<file path="config.mk">
export PLATFORM = sky130hd
export DESIGN_NAME = knn_sort_controller
export DESIGN_NICKNAME = d
export VERILOG_FILES = /design/src/rtl/knn_sort_controller.sv
export SDC_FILE = /design/constraint.sdc
export NUM_CORES = 1
export LEC_CHECK = 0
export ABC_AREA = 0
export CORE_UTILIZATION = 40
export CTS_BUF_LIST = sky130_fd_sc_hd__clkbuf_8
export DETAILED_ROUTE_END_ITERATION = 8
export GPL_ROUTABILITY_DRIVEN = 0
export GPL_TIMING_DRIVEN = 0
export HOLD_SLACK_MARGIN = 0.05
export MAX_ROUTING_LAYER = met4
export REMOVE_ABC_BUFFERS = 1
export SYNTH_ARGS = -nofsm -noshare
export SYNTH_HDL_FRONTEND = slang
export SYNTH_SLANG_ARGS = --single-unit
export TNS_END_PERCENT = 30
</file>
<file path="constraint.sdc">
create_clock -name i_clk -period 7 [get_ports i_clk]
set_input_delay 1.05 -clock i_clk [delete_from_list [all_inputs] [get_ports i_clk]]
set_output_delay 1.05 -clock i_clk [all_outputs]
set_load 0.02 [all_outputs]
</file>
<file path="src/rtl/knn_sort_controller.sv">
// knn_sort_controller
// Sequences one KNN classification: waits for the distance unit, kicks the
// sorter, captures its sorted label array, takes a K-nearest majority vote
// and returns the winning class on a valid/ready handshake.
module knn_sort_controller #(
    parameter int N       = 8,
    parameter int W       = 16,
    parameter int TYPE_W  = 2,
    parameter int K       = 3,
    parameter int TIMEOUT = 15
) (
    input  logic                  i_clk,
    input  logic                  i_rst,
    input  logic                  i_start,
    output logic                  o_busy,
    input  logic                  i_dist_done,
    output logic                  o_sort_start,
    input  logic                  i_sort_valid,
    input  logic [N*TYPE_W-1:0]   i_sorted_types,
    output logic [TYPE_W-1:0]     o_class_out,
    output logic                  o_class_valid,
    input  logic                  i_class_ready,
    output logic                  o_timeout_err
);

    localparam int C     = 1 << TYPE_W;
    localparam int CNT_W = $clog2(K + 1);
    localparam int IDX_W = (N > 1) ? $clog2(N) : 1;
    localparam int TO_W  = 8;

    // Parameter sanity: W only has to agree with distance_sort, but must be legal.
    if (W < 1)                       $error("W must be at least 1");
    if (K < 1 || K > N)              $error("K must be in 1..N");
    if (TIMEOUT < 1 || TIMEOUT > 255) $error("TIMEOUT must be in 1..255");

    typedef enum logic [2:0] {
        S_IDLE,
        S_WAIT_DIST,
        S_SORT,
        S_WAIT_SORT,
        S_VOTE,
        S_ARGMAX,
        S_OUTPUT
    } state_t;

    state_t                           r_state;
    logic                             r_busy;
    logic                             r_sort_start;
    logic [TYPE_W-1:0]                r_class_out;
    logic                             r_class_valid;
    logic                             r_timeout_err;
    logic [TO_W-1:0]                  r_tcnt;
    logic [IDX_W-1:0]                 r_idx;
    logic [TYPE_W-1:0]                r_cls;
    logic [CNT_W-1:0]                 r_best_cnt;
    logic [TYPE_W-1:0]                r_best_cls;
    logic [N-1:0][TYPE_W-1:0]         r_captured;
    logic [CNT_W-1:0]                 r_count [C];

    logic [TYPE_W-1:0]                w_vote_cls;
    logic [CNT_W-1:0]                 w_cur_cnt;
    logic                             w_cur_wins;
    logic [TO_W-1:0]                  w_tcnt_next;

    // Current voter label, current candidate count and the strict-greater test
    // that makes ties fall to the lowest class index.
    always_comb begin
        w_vote_cls  = r_captured[r_idx];
        w_cur_cnt   = r_count[r_cls];
        w_cur_wins  = (w_cur_cnt > r_best_cnt);
        w_tcnt_next = r_tcnt + TO_W'(1);
    end

    // Control FSM with all outputs registered.
    always_ff @(posedge i_clk) begin
        if (i_rst) begin
            r_state       <= S_IDLE;
            r_busy        <= 1'b0;
            r_sort_start  <= 1'b0;
            r_class_out   <= '0;
            r_class_valid <= 1'b0;
            r_timeout_err <= 1'b0;
            r_tcnt        <= '0;
            r_idx         <= '0;
            r_cls         <= '0;
            r_best_cnt    <= '0;
            r_best_cls    <= '0;
            r_captured    <= '0;
            for (int c = 0; c < C; c++) r_count[c] <= '0;
        end else begin
            case (r_state)
                S_IDLE: begin
                    if (i_start) begin
                        r_state       <= S_WAIT_DIST;
                        r_busy        <= 1'b1;
                        r_timeout_err <= 1'b0;
                        r_best_cnt    <= '0;
                        r_best_cls    <= '0;
                        for (int c = 0; c < C; c++) r_count[c] <= '0;
                    end
                end
                S_WAIT_DIST: begin
                    if (i_dist_done) begin
                        r_state      <= S_SORT;
                        r_sort_start <= 1'b1;
                    end
                end
                S_SORT: begin
                    r_sort_start <= 1'b0;
                    r_tcnt       <= '0;
                    r_state      <= S_WAIT_SORT;
                end
                S_WAIT_SORT: begin
                    // A sorter result arriving on the final cycle still counts.
                    if (i_sort_valid) begin
                        r_captured <= i_sorted_types;
                        r_idx      <= '0;
                        r_state    <= S_VOTE;
                    end else begin
                        r_tcnt <= w_tcnt_next;
                        if (w_tcnt_next == TO_W'(TIMEOUT)) begin
                            r_timeout_err <= 1'b1;
                            r_busy        <= 1'b0;
                            r_state       <= S_IDLE;
                        end
                    end
                end
                S_VOTE: begin
                    r_count[w_vote_cls] <= r_count[w_vote_cls] + CNT_W'(1);
                    r_idx               <= r_idx + IDX_W'(1);
                    if (r_idx == IDX_W'(K - 1)) begin
                        r_cls      <= '0;
                        r_best_cnt <= '0;
                        r_best_cls <= '0;
                        r_state    <= S_ARGMAX;
                    end
                end
                S_ARGMAX: begin
                    if (w_cur_wins) begin
                        r_best_cnt <= w_cur_cnt;
                        r_best_cls <= r_cls;
                    end
                    if (r_cls == TYPE_W'(C - 1)) begin
                        r_class_out   <= w_cur_wins ? r_cls : r_best_cls;
                        r_class_valid <= 1'b1;
                        r_state       <= S_OUTPUT;
                    end else begin
                        r_cls <= r_cls + TYPE_W'(1);
                    end
                end
                S_OUTPUT: begin
                    if (i_class_ready) begin
                        r_class_valid <= 1'b0;
                        r_busy        <= 1'b0;
                        r_state       <= S_IDLE;
                    end
                end
                default: begin
                    r_state <= S_IDLE;
                    r_busy  <= 1'b0;
                end
            endcase
        end
    end

    assign o_busy        = r_busy;
    assign o_sort_start  = r_sort_start;
    assign o_class_out   = r_class_out;
    assign o_class_valid = r_class_valid;
    assign o_timeout_err = r_timeout_err;

endmodule

</file>
==> qor.yml, run 1 <==
clk_latency_ns: 0.30
grt_overflow: 0
critPathSlowestCell: "nand4bb_1"
worstReg2RegEnd: "r_best_cnt[0]"
synth.avg_cell_area_sq_um: 8.43
hold_depth: 2
fillers: 630
root_buffer: "clkbuf_8"
yosys.area.top_type_share_pct: 34.4
cpPeakStageDelay_ns: 0.51
synth_common_cells: "nand2_1, dfxtp_1, nor2_1, a21oi_1, o21ai_0"
layout-drive-gt1-share_pct: 5.61
chipHeight_um: 82.1
vias: 2079
cts_hold_buffers: 0
antenna_found_initial: 0
drtIter0Drc: 88
nets: 349
final-setup-viol-count: 0
synth_top_flop_cell: "dfxtp_1"
die_x_um: 82.1
worstRegToRegCells: 7
multi_input_area_sq_mm: 0.00133
synth_cell_types: 45
diodes: 0
cp.arrival_ns: 2.95
areaGrowthSynthToFinish_pct: 16.2
synth_most_common_cell: "nand2_1"
worst_slew_pin_slew_ns: 0.822
utilization_pct: 49.1
wl_per_cell_um: 12.6
async_flop_share_pct: 0
coreArea_sq_mm: 0.00606
grt_pass1_vias: 1949
regArea_sq_mm: 0.00112
clk_pin_slew_ns: 0.09
crit_required_ns: 7.25
syn_area_sq_mm: 0.00256
synth-seq-cells: 52
rsz0062_at_grt: "false"
ys_seq_area_share_pct: 43.7
drc: 0
wl_mm: 4.99
path_max_fanout: 11
stdcell_count: 396
synth_top_area_cell: "dfxtp_1"
cts_tree: "built"
critical_path.startpoint_type: "input port"
reg2reg_from: "r_count[0][1]"
clockBufferDepth: 2
min_path_type: "reg2reg"
r2r_slack_ns: 4.51
holdWs_ns: 0.455
grt_max_degree: 44
synth_edf_count: 8
synth-warning-count: 0
final_hold_viol_count: 0
port-buffer-count: 27
h-tree-depth: 2
cts_resized: 0
leakage_nw: 1.06
irDropWorstVdd_uv: 164
hold_path_startpoint: "r_captured[11]"
max_cap_violations: 0
power_density_mw_per_mm2: 235
grt_first_pass_wirelength_mm: 8.75
critical_path_class: "in2reg"
crit_chain: "clkdlybuf4s50_1 -> nand4bb_1 -> a21oi_1 -> and3b_1 -> a311oi_1 -> a41o_1"
ant_nets: 0
maxSlewHeadroom_pct: 45.2
cp.depth: 6
fin_crit_ns: 2.70
synthTopCellsByArea: "dfxtp_1, edfxtp_1, nand2_1, a21oi_1, nor2_1"
ios: 28
dieArea_sq_mm: 0.00673
dp_hpwl_mm: 3.48
initial_core_util_pct: 42.3
cts.sinks: 52
via_per_inst: 5.25
worstSetupEndpointType: "flop"
startpoint: "i_sort_valid"
status: "finished, final reports clean"
worst_clock_skew_ns: 0.00639
holdPathEnd: "r_captured[11]"
cts_setup_buffers: 0
fin_crit_sh_pct: 38.5
cp_num_buf_inv: 1
numCtsBuffers: 5
drt-pass1-iter-count: 4
dp.cells: 388
total_power_mw: 0.699
syn_inst: 304
rows: 28
cp_top_family: "simple AND/OR/NAND/NOR gates"
setup_tns_ns: 0
fmax_mhz: 371
track_usage_pct: 17.5
slew_violations: 0
[layout make-up]
class                   instances  share of cell area, %
clock inverters                 3                   2.14
well taps                      75                   3.15
flip-flops and latches         52                   37.6
repair buffers                 27                   8.91
clock buffers                   5                   2.31
multi-input cells             225                   44.7
inverters                       9                   1.13
[placed cells by master (no fill, tap or decap), types with 5 or more instances in the layout]
master / instances
nand2_1: 53
dfxtp_1: 44
nor2_1: 38
a21oi_1: 34
clkdlybuf4s50_1: 26
o21ai_0: 16
inv_1: 10
edfxtp_1: 8
nand3_1: 7
ha_1: 7
mux4_2: 6
nor3_1: 6
and3_1: 6
clkbuf_8: 5
[how the worst max path moves through the flow]
stage                         end  slack [ns]
floorplan           r_best_cnt[0]        4.70
global placement    r_count[0][1]        3.35
detailed placement     r_state[0]        3.97
CTS                    r_state[0]        4.28
global route           r_state[0]        4.09
finish                 r_state[0]        4.30
[cells by family after synthesis]
family	Yosys count	share of synthesized area, %
DFF	52	43.7
muxes	8	6.05
adders and majority gates	7	3.42
AOI/OAI and AO/OA	73	16.7
xor gates and xnor gates	7	2.39
and+or+nand+nor	130	23.3
buffers and inverters	27	4.34
[power by group]
| group | total (mW) | internal, mW | switching [mW] |
|---|---|---|---|
| logic | 0.111 | 0.0510 | 0.0595 |
| clock network | 0.239 | 0.141 | 0.0971 |
| registers | 0.350 | 0.322 | 0.0278 |
| total | 0.699 | 0.515 | 0.184 |
[per-layer routing]
metal  global-route usage (%)  vias up  routed length, um
li1                         -     1094                  -
met1                     22.9      951               2590
met2                     27.4       30               2210
met3                     3.67        4                138
met4                     4.21        0                 43
met5                        -        -                  0
[through the flow]
stage	setup WS, ns	area, sq um
6_report	4.30	2980
4_1_cts	4.28	2980
5_1_grt	4.09	2980
2_1_floorplan	4.70	2490
3_3_place_gp	3.35	2850
3_5_place_dp	3.97	2850
[tightest hold or removal path: cells and delay by family, from the launching register on]
kind / cells / cell delay [ns]
flops: 1 / 0.32
compound gates: 1 / 0.05
simple gates: 1 / 0.05
[registers in the layout, summed over array words and instances (netlist names), named ones only]
register       flops
r_captured        16
o_class_out        2
r_tcnt             8
r_state            3
o_timeout_err      1
r_best_cnt         2
r_best_cls         2
r_count            8
r_cls              2
o_sort_start       1
o_busy             1
r_idx              3
o_class_valid      1
Power figures use the tool's default switching activity.
==> run 2, diff against run 1 <==
==> constraint.sdc (replaced) <==
create_clock -name i_clk -period 2.8 [get_ports i_clk]
set_input_delay 0.42 -clock i_clk [delete_from_list [all_inputs] [get_ports i_clk]]
set_output_delay 0.42 -clock i_clk [all_outputs]
set_load 0.02 [all_outputs]
==> results of run 2 <==
The final DEF is identical to that of run 1. Status: finished, final reports clean.
Main changes from that run: setup slack after placement 3.97 ns -> 0.343 ns; setup slack after layout 4.30 ns -> 0.309 ns; start point of the critical path i_sort_valid -> r_count[0][1]; end point of the critical path r_state[0] -> r_best_cnt[0]; register-to-register setup slack 4.51 ns -> 0.31 ns; total power 0.699 mW -> 1.75 mW; worst IR drop on VDD 164 uV -> 410 uV
==> RTL edit 1, RTL diff (config.mk and constraints of run 2) <==
Encoding of `state_t`: now Gray code (3 bits for 7 states).
--- a/src/rtl/knn_sort_controller.sv
+++ b/src/rtl/knn_sort_controller.sv
@@ -36,9 +36,9 @@
     typedef enum logic [2:0] {
-        S_IDLE,
-        S_WAIT_DIST,
-        S_SORT,
-        S_WAIT_SORT,
-        S_VOTE,
-        S_ARGMAX,
-        S_OUTPUT
+        S_IDLE      = 3'b000,
+        S_WAIT_DIST = 3'b001,
+        S_SORT      = 3'b011,
+        S_WAIT_SORT = 3'b010,
+        S_VOTE      = 3'b110,
+        S_ARGMAX    = 3'b111,
+        S_OUTPUT    = 3'b101
     } state_t;
Check against the original RTL: same outputs for any inputs over 10 cycles, from zero or initial values and one cycle with i_rst high; not proved beyond that.
==> RTL edit 1 against run 2 <==
  * Sequential share of layout area is 0.36 points lower
  * Highest routed layer unchanged
  * Fmax is 10% higher
  * Synthesized area is 1.7% higher
  * Hold slack better by 0.0025 ns
  * Routed wire length is 2.3% higher
  * Critical path type unchanged
  * Count of clock-buffer cells in the layout stayed put
  * Worst setup slack better by 0.23 ns
  * Non-clock buffer count stayed put
  * Sequential cell count stayed put
  * Design area is 0.97% higher
  * Sequential power is 2% higher
  * Power is 4.3% lower
  * Clock power is 28% lower
==> RTL edit 1: results (changes against run 2) <==
area after detailed placement - 2920 sq um (+2.6%)
number of antenna violations at the first check in global routing - 0 (unchanged)
Tightest Hold Check Type - reg2reg
Routed WL - 5100 um (+2.3%)
number of fill cells - 658 (+4.4%)
layout multi-input combinational cell count - 229 (+1.8%)
share of Yosys cell area claimed by the top area cell type - 0.338 (-0.00577)
Port Buffer Count - 27 (unchanged)
number of cells on the worst reg-to-reg path - 7 (unchanged)
Post-Route Skew - 0.00736 ns (+0.000969 ns)
Crit Path Max Fanout - 4 (-1)
wire length on met2 - 2360 um (+6.9%)
met1 capacity usage during global routing - 0.209 (-0.0203)
vias in the first global route - 1836 (-5.8%)
area used by multi-input combinational logic - 1410 sq um (+5.8%)
DRC marker count from the first detailed-route iteration - 48 (-45%)
wire length of the first global-routing pass - 8440 um (-3.6%)
clock network fraction of total power - 0.256 (-0.085)
share of post-route cells with drive strength above 1 - 0.0681 (+0.0120)
result of the run - finished, final reports clean
global-route track usage on met3 - 0.0363 (-0.000403)
post-detailed-placement half-perimeter wirelength - 3570 um (+2.5%)
standby leakage power - 1.04 nW (-1.6%)
total met3 wirelength after detailed routing - 119 um (-14%)
Setup WS pre-CTS - 0.531 ns (+0.189 ns)
seq_cells - 52 (unchanged)
count of TritonRoute iterations in the first routing pass - 4 (unchanged)
leading cell category by total area - multi-input gates
top layer used by detailed routing - met4
Max transition margin - 0.391 (-0.0612)
CP max stage cell - sky130_fd_sc_hd__mux4_2
routed length on met1 - 2550 um (-1.8%)
vias post-DR - 2097 (+0.87%)
post-synthesis instance area - 2610 sq um (+1.7%)
non-clock inverter total of the final layout - 7 (-2)
Worst VDD drop - 0.223 mV (-46%)
registers with the highest flip-flop counts - r_captured (16), r_count (8), r_tcnt (8)
Cell Count Post-Placement - 392 (+1.0%)
clock network contribution to total cell area - 0.0295 (-0.0150)
Seq/Total Area, Yosys - 0.430 (-0.00734)
Commonest cells post-synth - 53 x sky130_fd_sc_hd__nand2_1, 44 x sky130_fd_sc_hd__dfxtp_1, 35 x sky130_fd_sc_hd__nor2_1
GR Util met2 - 0.275 (about the same)
number of nets in the finished design - 351 (+0.57%)
clock distribution power - 0.000428 W (-28%)
number of instances resized during post-cts repair - 0 (unchanged)
power share of the sequential group - 0.534 (+0.033)
filler-free cell count of the finished design - 400 (+1.0%)
fraction of cell area in non-clock buffers - 0.0882 (-0.000852)
Data arrival, critical path - 2.48 ns (-0.25 ns)
CP delay by family, top - multiplexers
Gate Count Post-Synth - 301 (-0.99%)
Synth cell types - 44 (-2.2%)
power density over cell area - 556 nW/um^2 (-5.3%)
total routing usage reported by global routing - 0.170 (-0.00459)
pin count of the biggest net entering global routing - 51 (+16%)
sequential standard cell area - 1120 sq um (unchanged)
largest cells by area after synthesis - sky130_fd_sc_hd__dfxtp_1 34%, sky130_fd_sc_hd__edfxtp_1 9.2%, sky130_fd_sc_hd__nand2_1 7.6%
fraction of power spent switching nets - 0.309 (+0.0452)
-- RTL edit 1: cell count changes in the layout (fill, tap and decap cells not counted), sizes merged, moves of 4 or more --
cell    before  now
and3         6    2
nand2b       1    6
a21oi       35   28
nor3b        3    7
o21ai       17   12
nor3         6   11
-- RTL edit 1: worst paths after layout --
kind | from | end | slack [ns]
setup / recovery | r_count[3][1] | r_best_cnt[0] | 0.54
hold / removal | r_captured[9] | r_captured[9] | 0.46
setup reg to reg | r_count[3][1] | r_best_cnt[0] | 0.54
hold reg to reg | r_captured[9] | r_captured[9] | 0.46
-- RTL edit 1: cell families after synthesis --
| kind of cell | Yosys count | synth area share |
|---|---|---|
| xor gates and xnor gates | 10 | 0.0336 |
| buffers and inverters | 20 | 0.0298 |
| DFF | 52 | 0.430 |
| and+or+nand+nor | 140 | 0.260 |
| adders and majority gates | 7 | 0.0336 |
| muxes | 13 | 0.0797 |
| AOI/OAI and AO/OA | 59 | 0.133 |
==> RTL edit 2, RTL diff (settings of run 2) <==
Made on the original files. Set the parameter `K` to 5 (it was 3).
--- a/src/rtl/knn_sort_controller.sv
+++ b/src/rtl/knn_sort_controller.sv
@@ -8,3 +8,3 @@
     parameter int TYPE_W  = 2,
-    parameter int K       = 3,
+    parameter int K       = 5,
     parameter int TIMEOUT = 15
Formal check against the unedited RTL: no difference found for any inputs over 10 cycles, from zero or initial values and one cycle with i_rst high; that may be too few to reach the edited logic, so the function may still have changed.
==> RTL edit 2 against run 2 <==
  * Worst setup slack got worse by 0.086 ns
  * Synthesized area rose by 10%
  * Power fell by 0.84%
  * Largest cell class unchanged
  * Design area rose by 12%
  * Routed wire length rose by 14%
  * Synthesized cell count rose by 3.0%
  * Count of clock-buffer cells in the layout rose by 7
  * Combinational power fell by 42%
  * Sequential cell count rose by 5
  * Die area rose by 10%
==> RTL edit 2: results (changes against run 2) <==
count of TritonRoute iterations in the first routing pass - 4 (unchanged)
H-Tree Level Count - 3 (+1)
Data arrival, critical path - 2.83 ns (+0.10 ns)
number of enable-type register cells in the synthesized netlist - 12 (+4)
DRC marker count from the first detailed-route iteration - 122 (+39%)
Cell Count Post-Placement - 421 (+8.5%)
fraction of synthesis flops using an asynchronous set or reset pin - 0 (unchanged)
clk_lat worst skew - 0.33 ns (+0.03 ns)
setup slack of the worst register-to-register path - 0.22 ns (-0.09 ns)
Gate Count Post-Synth - 313 (+3.0%)
Max Slew Vio Count - 0 (unchanged)
Max transition margin - 0.421 (-0.0304)
Routed WL - 5710 um (+14%)
wire length of the first global-routing pass - 9810 um (+12%)
final critical-path share of the clock period - 0.920 (+0.0308)
ant diodes - 0 (unchanged)
Commonest cells post-synth - 47 x sky130_fd_sc_hd__nand2_1, 45 x sky130_fd_sc_hd__dfxtp_1, 38 x sky130_fd_sc_hd__a21oi_1
registers with the highest flip-flop counts - r_captured (16), r_count (12), r_tcnt (8)
top_reg_cell synth - sky130_fd_sc_hd__dfxtp_1
Setup WS pre-CTS - 0.195 ns (-0.147 ns)
standby leakage power - 1.18 nW (+11%)
number of buffers between clock root and the deepest sink - 2 (unchanged)
Synth cell types - 41 (-8.9%)
Worst VDD drop - 0.249 mV (-39%)
vias in the first global route - 2165 (+11%)
largest cells by area after synthesis - sky130_fd_sc_hd__dfxtp_1 32%, sky130_fd_sc_hd__edfxtp_1 13%, sky130_fd_sc_hd__a21oi_1 6.7%
worst hold margin - 0.453 ns (-0.00244 ns)
Tightest Hold Check Type - reg2reg
number of CTS-inserted buffers - 9 (+4)
pin count of the biggest net entering global routing - 47 (+6.8%)
number of nets in the finished design - 369 (+5.7%)
total routing usage reported by global routing - 0.175 (about the same)
filler-free cell count of the finished design - 438 (+11%)
Yosys warning count - 0 (unchanged)
area after detailed placement - 3150 sq um (+11%)
Crit Path Max Fanout - 8 (+3)
cell at the root of the clock tree - sky130_fd_sc_hd__clkbuf_8
result of the run - finished, final reports clean
number of vias per cell - 5.09 (-3.0%)
share of post-route cells with drive strength above 1 - 0.0965 (+0.0404)
number of antenna violations at the first check in global routing - 0 (unchanged)
post-detailed-placement half-perimeter wirelength - 3910 um (+12%)
Post-Route Skew - 0.00846 ns (+0.00207 ns)
Clk pin slew, worst setup/hold paths - 0.06 ns (-0.03 ns)
Port Buffer Count - 27 (unchanged)
Seq/Total Area, Yosys - 0.446 (+0.00834)
-- RTL edit 2: changes by cell type in the layout (fill, tap and decap cells not counted), moves of 5 or more --
cell,delta
sky130_fd_sc_hd__nand2b_1,+5
sky130_fd_sc_hd__mux2i_1,+6
sky130_fd_sc_hd__nor3_1,+6
sky130_fd_sc_hd__clkbuf_8,+7
sky130_fd_sc_hd__nand2_1,-6
sky130_fd_sc_hd__nor2_1,-7
-- RTL edit 2: worst paths after layout --
kind | startpoint | end | depth (start not counted)
setup / recovery | flop | r_best_cls[1] | 7
hold / removal | r_captured[13] | r_captured[13] | 2
setup reg to reg | flop | r_best_cls[1] | 7
hold reg to reg | r_captured[13] | r_captured[13] | 2
-- RTL edit 2: through the flow --
step,TNS (ns),total power [W]
after floorplan,0,0.000995
after global placement,-4.40,0.00107
after detailed placement,0,0.00107
after CTS,0,0.00175
after global routing,0,0.00180
final,0,0.00173
-- RTL edit 2: area by class of cell --
type | instances | area [sq um]
multi-input cells | 231 | 1460
inverters | 10 | 37.5
repair buffers | 29 | 280
clock inverters | 3 | 11.3
fillers | 716 | 3490
flip-flops and latches | 57 | 1260
clock buffers | 12 | 165
well taps | 96 | 120
-- RTL edit 2: where the power goes --
part | internal (W) | switching (W) | total, W
combinational | 0.0000769 | 0.0000823 | 0.000159
clock | 0.000379 | 0.000301 | 0.000680
sequential | 0.000865 | 0.0000291 | 0.000894
total | 0.00132 | 0.000412 | 0.00173
-- RTL edit 2: metal layers --
| metal | up-vias | share of wire | GRT usage |
|---|---|---|---|
| li1 | 1155 | - | - |
| met1 | 1029 | 0.48 | 0.223 |
| met2 | 40 | 0.46 | 0.263 |
| met3 | 7 | 0.037 | 0.0375 |
| met4 | 0 | 0.014 | 0.0818 |
| met5 | - | 0 | - |
-- RTL edit 2: cell families after synthesis --
logic type / count (synthesis) / share of synthesized area
and+or+nand+nor: 127 / 0.209
AOI/OAI and AO/OA: 70 / 0.143
DFF: 57 / 0.446
buffers and inverters: 25 / 0.0371
muxes: 18 / 0.104
adders and majority gates: 9 / 0.0398
xor gates and xnor gates: 7 / 0.0217
-- RTL edit 2: worst max-delay path, stage by stage, from the launching register on --
cell,delay (ns)
sky130_fd_sc_hd__dfxtp_1,0.41
sky130_fd_sc_hd__mux4_2,0.55
sky130_fd_sc_hd__ha_1,0.30
sky130_fd_sc_hd__nor2b_1,0.13
sky130_fd_sc_hd__o21ai_0,0.26
sky130_fd_sc_hd__a211oi_2,0.21
sky130_fd_sc_hd__or3b_2,0.50
sky130_fd_sc_hd__a21oi_1,0.14
-- RTL edit 2: repair_timing --
action	CTS	global route
setup endpoints to repair	0	4
hold buffers	0	0
resized for setup	0	1
setup buffers	0	2
